`src/rtl/instr_decode_queue_pkg.sv`:
```
// Shared RV32I decode types, opcode and exception constants, and the pure
// decode helpers (instruction name/format and immediate formation).
// Ports: none (package).
package instr_decode_queue_pkg;

  localparam logic [6:0] OPC_LUI      = 7'b0110111;
  localparam logic [6:0] OPC_AUIPC    = 7'b0010111;
  localparam logic [6:0] OPC_JAL      = 7'b1101111;
  localparam logic [6:0] OPC_JALR     = 7'b1100111;
  localparam logic [6:0] OPC_BRANCH   = 7'b1100011;
  localparam logic [6:0] OPC_LOAD     = 7'b0000011;
  localparam logic [6:0] OPC_STORE    = 7'b0100011;
  localparam logic [6:0] OPC_OP_IMM   = 7'b0010011;
  localparam logic [6:0] OPC_OP       = 7'b0110011;
  localparam logic [6:0] OPC_MISC_MEM = 7'b0001111;
  localparam logic [6:0] OPC_SYSTEM   = 7'b1110011;

  localparam logic [31:0] EXC_INSTR_MISALIGNED = 32'd0;
  localparam logic [31:0] EXC_ILLEGAL          = 32'd2;
  localparam logic [31:0] EXC_BREAKPOINT       = 32'd3;
  localparam logic [31:0] EXC_ECALL_M          = 32'd11;

  typedef enum logic [5:0] {
    instr_lui, instr_auipc, instr_jal, instr_jalr,
    instr_beq, instr_bne, instr_blt, instr_bge, instr_bltu, instr_bgeu,
    instr_lb, instr_lh, instr_lw, instr_lbu, instr_lhu,
    instr_sb, instr_sh, instr_sw,
    instr_addi, instr_slti, instr_sltiu, instr_xori, instr_ori, instr_andi,
    instr_slli, instr_srli, instr_srai,
    instr_add, instr_sub, instr_sll, instr_slt, instr_sltu,
    instr_xor, instr_srl, instr_sra, instr_or, instr_and,
    instr_fence, instr_fence_i, instr_ecall, instr_ebreak,
    instr_csrrw, instr_csrrs, instr_csrrc,
    instr_csrrwi, instr_csrrsi, instr_csrrci,
    instr_illegal
  } instr_e;

  typedef enum logic [2:0] {
    instr_type_R, instr_type_I, instr_type_S, instr_type_SB,
    instr_type_U, instr_type_UJ, instr_type_X
  } instr_type_t;

  typedef struct packed {
    logic [6:0]  opcode;
    logic [31:0] imm;
    logic [2:0]  funct3;
    logic [6:0]  funct7;
    logic [4:0]  rs1;
    logic [4:0]  rs2;
    logic [4:0]  rd;
  } decoded_instr_t;

  typedef struct packed {
    instr_e      name;
    instr_type_t typ;
  } op_info_t;

  function automatic logic [31:0] get_imm(input logic [31:0] instr, input instr_type_t typ);
    logic [31:0] imm;
    case (typ)
      instr_type_I:  imm = {{20{instr[31]}}, instr[31:20]};
      instr_type_S:  imm = {{20{instr[31]}}, instr[31:25], instr[11:7]};
      instr_type_SB: imm = {{19{instr[31]}}, instr[31], instr[7], instr[30:25], instr[11:8], 1'b0};
      instr_type_U:  imm = {instr[31:12], 12'b0};
      instr_type_UJ: imm = {{11{instr[31]}}, instr[31], instr[19:12], instr[20], instr[30:21], 1'b0};
      default:       imm = 32'd0;
    endcase
    return imm;
  endfunction

  // Name and format of one raw instruction. Anything not recognised comes
  // back as instr_illegal with format X; sys_en=0 makes SYSTEM and MISC-MEM
  // opcodes unknown.
  function automatic op_info_t decode_op(input logic [31:0] instr, input logic sys_en);
    op_info_t   info;
    logic [2:0] f3;
    logic [6:0] f7;
    f3        = instr[14:12];
    f7        = instr[31:25];
    info.name = instr_illegal;
    info.typ  = instr_type_I;
    case (instr[6:0])
      OPC_LUI:   begin info.typ = instr_type_U;  info.name = instr_lui;   end
      OPC_AUIPC: begin info.typ = instr_type_U;  info.name = instr_auipc; end
      OPC_JAL:   begin info.typ = instr_type_UJ; info.name = instr_jal;   end
      OPC_JALR:  if (f3 == 3'b000) info.name = instr_jalr;
      OPC_BRANCH: begin
        info.typ = instr_type_SB;
        case (f3)
          3'b000: info.name = instr_beq;
          3'b001: info.name = instr_bne;
          3'b100: info.name = instr_blt;
          3'b101: info.name = instr_bge;
          3'b110: info.name = instr_bltu;
          3'b111: info.name = instr_bgeu;
          default: ;
        endcase
      end
      OPC_LOAD: begin
        case (f3)
          3'b000: info.name = instr_lb;
          3'b001: info.name = instr_lh;
          3'b010: info.name = instr_lw;
          3'b100: info.name = instr_lbu;
          3'b101: info.name = instr_lhu;
          default: ;
        endcase
      end
      OPC_STORE: begin
        info.typ = instr_type_S;
        case (f3)
          3'b000: info.name = instr_sb;
          3'b001: info.name = instr_sh;
          3'b010: info.name = instr_sw;
          default: ;
        endcase
      end
      OPC_OP_IMM: begin
        case (f3)
          3'b000: info.name = instr_addi;
          3'b010: info.name = instr_slti;
          3'b011: info.name = instr_sltiu;
          3'b100: info.name = instr_xori;
          3'b110: info.name = instr_ori;
          3'b111: info.name = instr_andi;
          3'b001: if (f7 == 7'b0000000) info.name = instr_slli;
          default: begin
            if (f7 == 7'b0000000)      info.name = instr_srli;
            else if (f7 == 7'b0100000) info.name = instr_srai;
          end
        endcase
      end
      OPC_OP: begin
        info.typ = instr_type_R;
        if (f7 == 7'b0000000) begin
          case (f3)
            3'b000:  info.name = instr_add;
            3'b001:  info.name = instr_sll;
            3'b010:  info.name = instr_slt;
            3'b011:  info.name = instr_sltu;
            3'b100:  info.name = instr_xor;
            3'b101:  info.name = instr_srl;
            3'b110:  info.name = instr_or;
            default: info.name = instr_and;
          endcase
        end else if (f7 == 7'b0100000) begin
          if (f3 == 3'b000)      info.name = instr_sub;
          else if (f3 == 3'b101) info.name = instr_sra;
        end
      end
      OPC_MISC_MEM: begin
        if (sys_en && f3 == 3'b000)      info.name = instr_fence;
        else if (sys_en && f3 == 3'b001) info.name = instr_fence_i;
      end
      OPC_SYSTEM: begin
        if (sys_en) begin
          case (f3)
            3'b000: begin
              // Only the exact ECALL/EBREAK encodings; MRET/WFI etc. are not supported.
              if (instr == 32'h0000_0073)      info.name = instr_ecall;
              else if (instr == 32'h0010_0073) info.name = instr_ebreak;
            end
            3'b001: info.name = instr_csrrw;
            3'b010: info.name = instr_csrrs;
            3'b011: info.name = instr_csrrc;
            3'b101: info.name = instr_csrrwi;
            3'b110: info.name = instr_csrrsi;
            3'b111: info.name = instr_csrrci;
            default: ;
          endcase
        end
      end
      default: ;
    endcase
    if (info.name == instr_illegal) info.typ = instr_type_X;
    return info;
  endfunction

endpackage

```
`src/rtl/instr_decode_queue_fifo.sv`:
```
// Generic circular FIFO holding {pc, instr} entries for the decode queue.
// Latency: written entry visible at head one edge after push; head read is combinational.
// Backpressure: none internally; caller must not push when full or pop when empty.
// Ports: clk/rst_n, flush_i clears, push_i/push_dat_i write, pop_i advances head,
//        head_dat_o oldest entry, count_o occupancy.
module decode_fifo #(
  parameter int DEPTH = 4,
  parameter int WIDTH = 64
) (
  input  logic                       clk,
  input  logic                       rst_n,
  input  logic                       flush_i,
  input  logic                       push_i,
  input  logic [WIDTH-1:0]           push_dat_i,
  input  logic                       pop_i,
  output logic [WIDTH-1:0]           head_dat_o,
  output logic [$clog2(DEPTH+1)-1:0] count_o
);
  localparam int PW = $clog2(DEPTH);
  localparam int CW = $clog2(DEPTH+1);

  logic [WIDTH-1:0] mem_q [DEPTH];
  logic [PW-1:0]    wr_ptr_q, wr_ptr_d, rd_ptr_q, rd_ptr_d;
  logic [CW-1:0]    count_q, count_d;

  // DEPTH is a power of two, so pointers wrap by plain overflow.
  always_comb begin
    wr_ptr_d = wr_ptr_q;
    rd_ptr_d = rd_ptr_q;
    count_d  = count_q;
    if (flush_i) begin
      wr_ptr_d = '0;
      rd_ptr_d = '0;
      count_d  = '0;
    end else begin
      if (push_i) wr_ptr_d = wr_ptr_q + 1'b1;
      if (pop_i)  rd_ptr_d = rd_ptr_q + 1'b1;
      case ({push_i, pop_i})
        2'b10:   count_d = count_q + 1'b1;
        2'b01:   count_d = count_q - 1'b1;
        default: ;
      endcase
    end
  end

  always_ff @(posedge clk or negedge rst_n) begin
    if (!rst_n) begin
      wr_ptr_q <= '0;
      rd_ptr_q <= '0;
      count_q  <= '0;
    end else begin
      wr_ptr_q <= wr_ptr_d;
      rd_ptr_q <= rd_ptr_d;
      count_q  <= count_d;
    end
  end

  // Storage needs no reset: count gates every read of it.
  always_ff @(posedge clk) begin
    if (push_i && !flush_i) mem_q[wr_ptr_q] <= push_dat_i;
  end

  assign head_dat_o = mem_q[rd_ptr_q];
  assign count_o    = count_q;

endmodule

```
`src/rtl/instr_decode_queue.sv`:
```
// Buffered RV32I decode stage: FIFO of raw instructions, head decoded into a registered output slot.
// Latency: 2 cycles accept-to-output (FIFO edge, then slot edge), no bypass; 1 instr/cycle sustained.
// Backpressure: in_ready_o from registered count only; slot holds stable while out_valid_o && !out_ready_i.
// Ports: in_* upstream valid/ready + instr/pc, out_* decoded slot with valid/ready,
//        flush_i synchronous clear, count_o FIFO occupancy (slot not included).
module instr_decode_queue
  import instr_decode_queue_pkg::*;
#(
  parameter int DEPTH     = 4,
  parameter bit SYSTEM_EN = 1'b1
) (
  input  logic                       clk,
  input  logic                       rst_n,
  input  logic                       flush_i,
  input  logic                       in_valid_i,
  output logic                       in_ready_o,
  input  logic [31:0]                in_instr_i,
  input  logic [31:0]                in_pc_i,
  output logic                       out_valid_o,
  input  logic                       out_ready_i,
  output decoded_instr_t             out_dec_o,
  output instr_e                     out_name_o,
  output instr_type_t                out_type_o,
  output logic [31:0]                out_imm_o,
  output logic [31:0]                out_pc_o,
  output logic                       out_exc_o,
  output logic [31:0]                out_cause_o,
  output logic [$clog2(DEPTH+1)-1:0] count_o
);
  localparam int CW = $clog2(DEPTH+1);

  logic [CW-1:0]  count;
  logic [63:0]    head_dat;
  logic [31:0]    head_instr, head_pc;
  logic           push, pop, slot_en;

  op_info_t       info;
  decoded_instr_t new_dec;
  logic           new_exc;
  logic [31:0]    new_cause;

  logic           valid_q, valid_d;
  decoded_instr_t dec_q, dec_d;
  instr_e         name_q, name_d;
  instr_type_t    type_q, type_d;
  logic [31:0]    pc_q, pc_d;
  logic           exc_q, exc_d;
  logic [31:0]    cause_q, cause_d;

  assign in_ready_o = (count < CW'(DEPTH)) && !flush_i;
  assign push       = in_valid_i && in_ready_o;
  assign slot_en    = !valid_q || out_ready_i;
  assign pop        = slot_en && (count != '0) && !flush_i;

  decode_fifo #(.DEPTH(DEPTH), .WIDTH(64)) u_fifo (
    .clk        (clk),
    .rst_n      (rst_n),
    .flush_i    (flush_i),
    .push_i     (push),
    .push_dat_i ({in_pc_i, in_instr_i}),
    .pop_i      (pop),
    .head_dat_o (head_dat),
    .count_o    (count)
  );

  assign head_instr = head_dat[31:0];
  assign head_pc    = head_dat[63:32];

  // Decode of the FIFO head; only registered when it is popped.
  always_comb begin
    info           = decode_op(head_instr, SYSTEM_EN);
    new_dec.opcode = head_instr[6:0];
    new_dec.imm    = get_imm(head_instr, info.typ);
    new_dec.funct3 = head_instr[14:12];
    new_dec.funct7 = head_instr[31:25];
    new_dec.rs1    = head_instr[19:15];
    new_dec.rs2    = head_instr[24:20];
    new_dec.rd     = head_instr[11:7];
    new_exc        = 1'b0;
    new_cause      = 32'd0;
    // A misaligned fetch outranks anything the instruction bits say.
    if (head_pc[1:0] != 2'b00) begin
      new_exc   = 1'b1;
      new_cause = EXC_INSTR_MISALIGNED;
    end else if (info.name == instr_illegal) begin
      new_exc   = 1'b1;
      new_cause = EXC_ILLEGAL;
    end else if (info.name == instr_ecall) begin
      new_exc   = 1'b1;
      new_cause = EXC_ECALL_M;
    end else if (info.name == instr_ebreak) begin
      new_exc   = 1'b1;
      new_cause = EXC_BREAKPOINT;
    end
  end

  // Output slot: data only changes on a pop, so it holds while stalled and
  // simply keeps stale contents when it drains to invalid.
  always_comb begin
    valid_d = valid_q;
    dec_d   = dec_q;
    name_d  = name_q;
    type_d  = type_q;
    pc_d    = pc_q;
    exc_d   = exc_q;
    cause_d = cause_q;
    if (flush_i) begin
      valid_d = 1'b0;
    end else if (slot_en) begin
      valid_d = pop;
      if (pop) begin
        dec_d   = new_dec;
        name_d  = info.name;
        type_d  = info.typ;
        pc_d    = head_pc;
        exc_d   = new_exc;
        cause_d = new_cause;
      end
    end
  end

  always_ff @(posedge clk or negedge rst_n) begin
    if (!rst_n) begin
      valid_q <= 1'b0;
      dec_q   <= '0;
      name_q  <= instr_lui;
      type_q  <= instr_type_R;
      pc_q    <= 32'd0;
      exc_q   <= 1'b0;
      cause_q <= 32'd0;
    end else begin
      valid_q <= valid_d;
      dec_q   <= dec_d;
      name_q  <= name_d;
      type_q  <= type_d;
      pc_q    <= pc_d;
      exc_q   <= exc_d;
      cause_q <= cause_d;
    end
  end

  assign out_valid_o = valid_q;
  assign out_dec_o   = dec_q;
  assign out_name_o  = name_q;
  assign out_type_o  = type_q;
  assign out_imm_o   = dec_q.imm;
  assign out_pc_o    = pc_q;
  assign out_exc_o   = exc_q;
  assign out_cause_o = cause_q;
  assign count_o     = count;

endmodule
```
`config.mk`:
```
export PLATFORM = sky130hd
export DESIGN_NAME = instr_decode_queue
export DESIGN_NICKNAME = d
export VERILOG_FILES = /design/src/rtl/instr_decode_queue_pkg.sv /design/src/rtl/instr_decode_queue_fifo.sv /design/src/rtl/instr_decode_queue.sv
export SDC_FILE = /design/constraint.sdc
export NUM_CORES = 1
export LEC_CHECK = 0
export CORE_MARGIN = 4
export CORE_UTILIZATION = 58
export CTS_BUF_LIST = sky130_fd_sc_hd__clkbuf_16
export DETAILED_ROUTE_END_ITERATION = 8
export HOLD_SLACK_MARGIN = 0.02
export MAX_ROUTING_LAYER = met4
export PLACE_DENSITY = 0.85
export SKIP_CTS_REPAIR_TIMING = 1
export SLEW_MARGIN = 40
export SYNTH_ARGS = -nofsm -noshare
export SYNTH_HDL_FRONTEND = slang
export SYNTH_SLANG_ARGS = --single-unit
export TNS_END_PERCENT = 1
```
`constraint.sdc`:
```
create_clock -name clk -period 8.65 [get_ports clk]
set_input_delay 1.2975 -clock clk [delete_from_list [all_inputs] [get_ports clk]]
set_output_delay 1.2975 -clock clk [all_outputs]
set_load 0.005 [all_outputs]
```
# Word level (Yosys, flattened, before mapping)
# Memories as Yosys holds them, arrays and structs flattened.
# Cells that the tools add are included.
# totals
word_cells	112
reg_bits	146
input_bits	69
ram_bits	256
n_memories	1
output_inout_bits	175
# op_classes
n_lt_le_gt_ge	1
n_mux	40
n_eq_ne	31
n_reduce_logical	18
n_addsub	4
bitwise	1
# mem_list
name	depth	width	rd	rd_clocked_by_memory_dff	wr	line_no	rtl
u_fifo.mem_q	4	64	1	0	1	instr_decode_queue_fifo.sv:22	logic [WIDTH-1:0] mem_q [DEPTH];
# ops
operator	n
32-bit one-hot mux with 5 select lines	1
6-bit one-hot mux with 7 select lines	2
6-bit one-hot mux with 11 select lines	1
6-bit 2-to-1 mux	7
6-bit one-hot mux with 6 select lines	1
32-bit by 21-bit equality test with 1-bit output, second input constant	1
32-bit by 7-bit equality test with 1-bit output, second input constant	1
6-bit one-hot mux with 5 select lines	1
7-bit by 6-bit equality test with 1-bit output, second input constant	4
7-bit equality test, second input constant	4
4-bit 2-to-1 mux	7
4-bit one-hot mux with 7 select lines	1
3-bit equality test, second input constant	6
6-bit equality test, second input constant	3
6-bit one-hot mux with 3 select lines	1
3-bit one-hot mux with 5 select lines	1
7-bit by 5-bit equality test with 1-bit output, second input constant	2
3-bit by 2-bit equality test with 1-bit output, second input constant	4
2-bit 2-to-1 mux	5
3-bit 2-to-1 mux	3
1-bit 2-to-1 mux	8
2-bit nonzero test	4
7-bit by 2-bit equality test with 1-bit output, second input constant	1
7-bit by 4-bit equality test with 1-bit output, second input constant	1
other kinds (17)	25

# Logic depth before layout (Yosys ltp)
# Gate-level depths: netlist of run 1.
# An unclocked memory read counts as a cell.
# depth
word_depth	12
mapped_depth	18
ltp_nobuf	14

# Hierarchy
# Synthesis of run 1 repeated with hierarchy kept, for this count alone.
# hier_totals
hier_cells	1061
hier_area_um2	15524.9
# modules_own_cells
module	instances	area_each_um2	seq_area_each_um2	cells_each
decode_fifo	1	9656.8	7862.5	375
instr_decode_queue	1	5868.1	2752.6	686

# Worst setup path before layout of run 1
# OpenSTA, ideal clock, no wires.
# synth_path
path_kind	input to register
start	input in_valid_i
end	memory u_fifo.mem_q[0][0], enable pin
path_buffers	1
stages	4
path_slack_ns	4.848
required_time_ns	8.221
arrival_ns	3.373
setup_time_ns	0.429
path_cell_list	nor2b_1 > nor2b_1 > clkbuf_1 > and2_1
# synth_via
elab_chain_len	4
# synth_lines
item	line_no	rtl
start: declaration	instr_decode_queue.sv:15	input logic in_valid_i,
1-bit logical AND	instr_decode_queue.sv:51	assign push = in_valid_i && in_ready_o;
1-bit logical AND	instr_decode_queue_fifo.sv:60	if (push_i && !flush_i) mem_q[wr_ptr_q] <= push_dat_i;
1-bit 2-to-1 mux	instr_decode_queue_fifo.sv:60	
1-bit 2-to-1 mux (not written as such)	instr_decode_queue_fifo.sv:60	
end: declaration	instr_decode_queue_fifo.sv:22	
# No other way between the ends.

# Worst setup path after layout of run 1
# layout_path
start	register u_fifo.rd_ptr_q[0]
end	register dec_q (netlist bit out_imm_o[13])
# layout_via
elab_chain_len	11
word_cells_on_any_way	53
cone_classes	27 x eq/ne; 22 x mux; 3 x reduce/logical; 1 x memory
# layout_lines
item	line_no	rtl
start: declaration	instr_decode_queue_fifo.sv:23	logic [PW-1:0] wr_ptr_q, wr_ptr_d, rd_ptr_q, rd_ptr_d;
start signal: assignment	instr_decode_queue_fifo.sv:53	rd_ptr_q <= rd_ptr_d;
memory read 4 x 64 bit (*)	--	
parallel branches: the longest is 9 deep, another holds 32-bit by 21-bit equality test with 1-bit output	--	
32-bit one-hot mux with 5 select lines (*)	instr_decode_queue_pkg.sv:60	case (typ)
end signal: assignment	instr_decode_queue.sv:125	dec_q <= '0;
end signal: assignment	instr_decode_queue.sv:133	dec_q <= dec_d;
end: declaration	instr_decode_queue.sv:43	decoded_instr_t dec_q, dec_d;
# Every way passes the cells marked *.
# A chain may end at the register's enable or synchronous reset.

==> impl_summary.md, run 1 <==
Cells and area
The net total in the final layout is 1344. In the layout the commonest cells are 256 x sky130_fd_sc_hd__edfxtp_1, 231 x sky130_fd_sc_hd__nand2_1, 213 x sky130_fd_sc_hd__clkdlybuf4s50_1. The library cell used most frequently in the layout, excluding fill and tap cells, is sky130_fd_sc_hd__edfxtp_1. The number of non-filler instances in the completed layout is ~1600. The finished cells cover between 15000 and 20000 um2. The area growth from synthesis to layout is 21.78%. Cells with a size suffix above 1 make up a little over an eighth of the layout.

GRT
Entering global routing, the biggest net connects 80 pins. The initial antenna violation count is 4. The global router's overall resource usage is between 20% and 30%. The number of global-route vias before repair came to 10040. The total overflow left after global routing is 0. The first-pass GRT wire length is between 50000 and 60000 um.

Synthesis
The post-synthesis area per instance is around 14 um2. The number of distinct library cells after synthesis is 82. Summing the sequential cell areas from Yosys gives between 60% and 70% of the chip area. The most used flip-flop cell after synthesis is sky130_fd_sc_hd__edfxtp_1.

The mapped cell area is approximately 16000 um2. The count of warnings emitted by yosys is 0. In the synthesized netlist, the number of instances is 1085. The number of enable-type register cells in the synthesized netlist is 256. The total of flip-flops plus latches after synthesis is ~370. The async set-or-reset flop fraction in the synthesized netlist is a little under a third.

Run
The tool flagged a number of max-cap violations equal to 0.

Outcome
The flow ran to the end, and the final reports show no timing, DRC or antenna violations.

Timing
Setup repair after global routing left no endpoint under its margin. The final hold violation count is 0. Headroom to the max-slew limit came out at 50.38%. Static timing analysis puts the maximum clock frequency at ~210 MHz. At the pin with the least slew margin, the transition time is about 740 ps. The final clock skew is ~20 ps. The total count of max-transition violations in the final report came to 0. The setup TNS after final layout is 0 ps. The minimum period implied by the final worst setup slack is between 4000 and 5000 ps. The share of the cycle needed by the critical path after routing is between 50 and 60%.

Setup violations remaining at the end of the flow were counted as 0.

Route
Across all layers, the routed design uses around 9800 vias. In this run the remaining antenna-violating nets after routing total 0. The mean number of vias per cell is approximately 6.0. The number of detailed-route iterations in the first pass is 5.

After detailed routing, the average wire length per cell comes to around 24 um. In this run, the number of DRC markers left after iteration 0 of detailed routing was approximately 1000. For this block, the routed nets add up to 38460 um of wire.

The number of DRC violations after detailed routing is 0.

Placement
The routability congestion estimate from global placement is slightly below 0.9. The post-placement cell area is roughly 18000 um2. The number of placed instances, taps included is between 1500 and 2000. The placed wire-length estimate after detailed placement is ~25000 um. The count of buffers from port buffering is between 200 and 250.

Clock tree
The maximum clock path buffer count is 3. The latest clock arrival within the worst-skew pair is roughly 530 ps. Clock tree synthesis found a total of 373 sinks. Clock-pin slew was measured on the worst setup and hold paths at 60 ps. The TritonCTS clock tree is built.

Clock tree synthesis inserted a total of 38 buffers. The tree is rooted in a sky130_fd_sc_hd__clkbuf_16. The H-tree level count is 2.

Power and ir drop
The total power per unit cell area is between 300 and 400 nW/um2. The maximum VDD drop is 207.6 uV. The power consumption is around 6.3 mW. Summed over all cells, the static leakage comes to 7.161 nW.

Setup path
The kind of capture point of the worst setup path is a register. The peak fanout along the critical path is 37. The data arrival time of the critical path is approximately 5300 ps.

The worst setup path is of the register to register kind. The kind of launch point of the worst setup path is a register. The critical path data required time is 9110 ps.

Floorplan
The die covers around 30000 um2. After floorplanning, the core was divided into roughly 60 placement rows. The die is between 150 and 200 um wide. The floorplan core area is ~26000 um2. In this run the vertical extent of the chip is approximately 170 um. The initial cell density of the core is between 50% and 60%. The I/O pin total is between 200 and 250.

Worst hold path
The type of the worst min-delay path is register to register.
synth_stat cells (5+ instances only):
cell	instances	area share [%]
sky130_fd_sc_hd__buf_1	11	0.26
sky130_fd_sc_hd__o31ai_1	5	0.24
sky130_fd_sc_hd__a21oi_1	23	0.73
sky130_fd_sc_hd__edfxtp_1	256	49
sky130_fd_sc_hd__mux4_2	63	9.0
sky130_fd_sc_hd__dfrtp_1	117	19
sky130_fd_sc_hd__nor2b_1	9	0.36
sky130_fd_sc_hd__nand3_1	9	0.29
sky130_fd_sc_hd__nand2b_1	5	0.20
sky130_fd_sc_hd__buf_2	10	0.32
sky130_fd_sc_hd__a22o_1	16	0.89
sky130_fd_sc_hd__ha_1	10	0.80
sky130_fd_sc_hd__inv_1	11	0.26
sky130_fd_sc_hd__and2_1	6	0.24
sky130_fd_sc_hd__nor2_1	45	1.1
sky130_fd_sc_hd__buf_4	62	3.0
sky130_fd_sc_hd__nor3_1	12	0.38
sky130_fd_sc_hd__clkbuf_1	31	0.74
sky130_fd_sc_hd__o21ai_2	5	0.28
sky130_fd_sc_hd__o21ai_0	28	0.89
sky130_fd_sc_hd__nand2_1	231	5.5
sky130_fd_sc_hd__a22oi_1	17	0.81
sky130_fd_sc_hd__nor4_1	6	0.24
sky130_fd_sc_hd__mux2i_1	7	0.45
sky130_fd_sc_hd__a21o_1	5	0.24
layout make-up:
cell class              count  area [um2]
repair buffers            229        2411
fillers                  1671        7223
inverters                  12       45.04
clock buffers              39       975.9
flip-flops and latches    373       10620
well taps                 335       419.2
clock inverters            30       200.2
multi-input cells         610        4444
diodes                      5       12.51
metal layers:
layer  wire, um  global-route usage (%)  part of all wire [%]  up-vias
met5          0                       -                     0        -
li1           -                       -                     -     4294
met2      19320                   42.49                    50      527
met4        819                   6.520                   2.1        0
met1      14920                   33.98                    39     4956
met3       3405                   6.223                   8.9       51
critical path, stage by stage (launching register included):
cell and delay [ps]:
sky130_fd_sc_hd__dfrtp_4 620, sky130_fd_sc_hd__buf_6 310, sky130_fd_sc_hd__buf_16 310, sky130_fd_sc_hd__mux4_2 630, sky130_fd_sc_hd__nor2_1 360, sky130_fd_sc_hd__nand3_1 230, sky130_fd_sc_hd__nor4_2 380, sky130_fd_sc_hd__o221ai_1 200
sky130_fd_sc_hd__or4_4 480, sky130_fd_sc_hd__o2111ai_2 120, sky130_fd_sc_hd__o2111ai_2 380, sky130_fd_sc_hd__or2_1 520, sky130_fd_sc_hd__nand2_1 130
metrics by stage:
stage               util, %  worst slack (ps)  hold slack (ps)
finish                72.59              3854            473.0
global placement      67.22              3671            460.7
detailed placement    67.99              3814            461.1
CTS                   72.45              3789            478.0
floorplan                 -              4848            462.8
global route          72.58              3505            495.4
flip-flops by register name, summed over array words and instances (netlist names):
register / flops
out_pc_o: 32
u_fifo.rd_ptr_q: 2
out_type_o: 3
u_fifo.count_o: 3
out_exc_o: 1
out_cause_o: 3
out_imm_o: 32
out_name_o: 6
out_valid_o: 1
u_fifo.mem_q: 256
u_fifo.wr_ptr_q: 2
out_dec_o: 32
kinds of logic (layout without fill, tap and decap cells):
logic type	count (synthesis)	in the layout	share of synthesized area (%)
AO/OA/AOI/OAI	134	134	6.109
multiplexers	74	74	9.885
buffers and inverters	130	310	4.906
other	1	34	0.02387
flip-flops	373	373	67.57
AND/OR/NAND/NOR	355	355	10.19
adder cells (fa/ha/maj)	11	11	0.9239
XOR/XNOR	7	7	0.3903
power by group:
group          switching [mW]  internal, mW
Sequential              0.263          2.27
Clock                   0.672         0.859
Combinational            1.15          1.11
path summary, 6_finish.rpt:
| check | start | end | slack (ps) | depth (start not counted) |
|---|---|---|---|---|
| min reg2reg | out_dec_o[12] | out_dec_o[12] | 470 | 2 |
| max | u_fifo.rd_ptr_q[0] | out_imm_o[13] | 3850 | 12 |
| min in group asynchronous | rst_n | out_dec_o[62] | 680 | 1 |
| max reg2reg | u_fifo.rd_ptr_q[0] | out_imm_o[13] | 3850 | 12 |
| min | out_dec_o[12] | out_dec_o[12] | 470 | 2 |
| max in group asynchronous | rst_n | out_dec_o[6] | 6900 | 2 |
Power figures use the tool's default switching activity.
==> run 2: changes to the inputs <==
--- a/config.mk
+++ b/config.mk
@@ -6,12 +6,12 @@
 export NUM_CORES = 1
 export LEC_CHECK = 0
 export CORE_MARGIN = 4
-export CORE_UTILIZATION = 58
+export CORE_UTILIZATION = 49
 export CTS_BUF_LIST = sky130_fd_sc_hd__clkbuf_16
 export DETAILED_ROUTE_END_ITERATION = 8
 export HOLD_SLACK_MARGIN = 0.02
 export MAX_ROUTING_LAYER = met4
-export PLACE_DENSITY = 0.85
+export PLACE_DENSITY = 0.77
 export SKIP_CTS_REPAIR_TIMING = 1
 export SLEW_MARGIN = 40
 export SYNTH_ARGS = -nofsm -noshare
==> constraint.sdc (replaced) <==
create_clock -name clk -period 4.26 [get_ports clk]
set_input_delay 0.639 -clock clk [delete_from_list [all_inputs] [get_ports clk]]
set_output_delay 0.639 -clock clk [all_outputs]
set_load 0.005 [all_outputs]
==> impl_summary.md, run 2 (synthesis results as in run 1) <==
Cells and area
The number of flip-flops under the largest register name is 256 (unchanged). The fraction of final layout cells with drive strength greater than 1 is 13.69% (+0.31 points). The net total in the final layout is 1359 (+1.1%). The post-synthesis to final-layout area growth is 22.25%. The most frequent standard cell in the layout excluding fill and tap cells is sky130_fd_sc_hd__edfxtp_1. In the layout the commonest cells are 256 x sky130_fd_sc_hd__edfxtp_1, 231 x sky130_fd_sc_hd__nand2_1, 213 x sky130_fd_sc_hd__clkdlybuf4s50_1. Counting flops per register, the top entry is u_fifo.mem_q.

Clock tree
The clock-pin slew of the registers on the worst-case setup and hold paths was 60 ps (about the same). The TritonCTS clock tree is built. The clock sink count is 373 (unchanged). The CTS buffer count is 38 (unchanged).

The maximum clock path buffer count is 3 (unchanged). The H-tree level count is 2 (unchanged). The latest clock arrival within the worst-skew pair is 520 ps (about the same). The buffer type at the clock tree root is sky130_fd_sc_hd__clkbuf_16.

Route
The number of detailed-route iterations in the first pass came to 5 (unchanged). The detailed router's first-iteration violation count was 860 (-14%). The number of DRC violations after detailed routing is 0 (unchanged). The mean number of vias per cell is 5.618 (-6.6%). The overall routed net length is 38930 um (+1.2%). The count of vias placed by the detailed router came to 9630 (-2.0%).

The remaining antenna violation count after routing is 0 (unchanged). The detail-routed net length per standard cell was 22.71 um (-3.6%).

GRT
The met2 track demand over resource in global routing is 36.09% (-6.4 points). The met1 usage is 29.65% (-4.3 points). The maximum number of pins on one net before global-route repair is 88 (+10%). The first-pass GRT wire length came to 60170 um (+1.5%).

The total grt overflow came to 0 (unchanged). The number of global-route vias before repair is 10080 (+0.44%). The global routing stage identified its most utilized layer as met2. The initial antenna violation count is 4 (unchanged).

The met3 usage is 5.748% (-0.47 points). The global router's overall resource usage is 22.77% (-3.4 points).

Setup path
The peak fanout along the critical path is 17 (-54%). The count of buffering cells on the critical path with inverters included is 1 (-1). For this design, the slowest cell found on the critical path is sky130_fd_sc_hd__mux4_1. The launching point of the worst reg2reg path is u_fifo.rd_ptr_q[0]. The worst register-to-register path ends at out_imm_o[18]. The kind of capture point of the worst setup path is a register.

The register-to-register path setup slack is 190 ps (-3660 ps). The number of cells on the worst reg-to-reg path was 11 (-1). The critical setup path kind is register to register. The critical path goes through mux4_1 -> or3b_2 -> o31a_1 -> nor3_1 -> nor4_1 -> buf_4 -> a221oi_1 -> o2111ai_2 -> o2111ai_2 -> or2_1 -> nand3_2. The cell that appears most often on the critical path is sky130_fd_sc_hd__o2111ai_2. The critical path data required time is 4640 ps (-4470 ps). The kind of launch point of the worst setup path is a register. The data arrival time of the critical path is 4450 ps (-800 ps). The delay of the slowest cell on the worst path came to 690 ps (+60 ps). The gate family responsible for the most delay along the worst path is simple AND/OR/NAND/NOR gates.

Floorplan
The floorplan core area is 31560 um2 (+20%). The overall die width is 187.1 um (+8.4%). The standard-cell row count is 65 (+10%).

The area of the die was 34990 um2 (+17%). The vertical extent of the die is 187.1 um (+8.4%). The I/O pin total is 244 (unchanged). The initial cell density of the core is 49.78% (-9.8 points).

Timing
The final clock skew is 13.87 ps (-5.945 ps). The final hold violation count is 0 (unchanged). The share of the cycle needed by the critical path after routing came to 95.50% (+40 points).

The final-layout worst hold slack was 122.8 ps (-350.2 ps). The top achievable clock speed was 245.8 MHz (+18%). The total count of max-transition violations in the final report is 0 (unchanged).

The pin slew with the least headroom to its limit was 729.1 ps (-9.548 ps). The minimum period implied by the final worst setup slack is 4068 ps (-727.7 ps). The setup TNS after final layout is 0 ps (unchanged).

Setup repair after global routing left no endpoint under its margin. The count of final setup violators came to 0 (unchanged). The relative slew slack is 51.39% (+1.0 points).

Placement
The routability congestion estimate from global placement is 0.9595 (+8.1%). The count of buffers from port buffering is 214 (unchanged). The placed wire-length estimate after detailed placement is 26370 um (+3.6%).

Run
The number of max-cap violations is 0 (unchanged).

Outcome
The flow ran to the end, and the final reports show no timing, DRC or antenna violations.

Power and ir drop
The leakage component of the power is 7.199 nW (+0.53%). The maximum VDD drop is 398.9 uV (+92%). The total power per unit cell area is 665.2 nW/um2 (+100%).

Worst hold path
In this run the worst hold path is classified as primary input to asynchronous set/reset pin.
run 2: per-stage QoR:
stage | power, mW | area [um2] | std cells | util [%] | setup WS (ps)
2_1_floorplan | 7.673 | 15810 | 1113 | - | 695.3
3_3_place_gp | 9.745 | 18050 | 1641 | 57.20 | 261.0
3_5_place_dp | 9.835 | 18050 | 1641 | 57.21 | 215.0
4_1_cts | 12.91 | 19190 | 1710 | 60.81 | 182.3
5_1_grt | 13.53 | 19200 | 1714 | 60.86 | 7.431
6_report | 12.77 | 19200 | 1714 | 60.86 | 191.6
run 2: metal layers:
metal / wire, um / part of all wire (%)
met1: 15740 / 40
met2: 18730 / 48
met3: 3300 / 8.5
met4: 1154 / 3.0
met5: 0 / 0
run 2: final cells by class:
class | count | area, um2
timing repair buffer | 244 | 2435
clock buffer | 38 | 950.9
antenna | 4 | 10.01
sequential | 373 | 10620
inverter | 12 | 45.04
clock inverter | 31 | 185.2
fill | 2369 | 12350
multi-input combinational | 610 | 4453
tap | 402 | 503.0
run 2: power by group:
| part | leakage [nW] | internal, mW | switching [mW] |
|---|---|---|---|
| Sequential | 3.79 | 4.61 | 0.511 |
| Combinational | 2.82 | 2.29 | 2.33 |
| Clock | 0.594 | 1.69 | 1.34 |
run 2: worst max-delay path by stage:
stage | to | start | slack, ps | cells after the start
2_1_floorplan | out_imm_o[12] | u_fifo.rd_ptr_q[0] | 700 | 17
3_3_place_gp | out_imm_o[18] | u_fifo.rd_ptr_q[0] | 260 | 10
3_5_place_dp | out_imm_o[19] | u_fifo.rd_ptr_q[0] | 210 | 10
4_1_cts | out_imm_o[19] | u_fifo.rd_ptr_q[0] | 180 | 10
5_1_grt | out_imm_o[19] | u_fifo.rd_ptr_q[0] | 7 | 12
6_report | out_imm_o[18] | u_fifo.rd_ptr_q[0] | 190 | 11
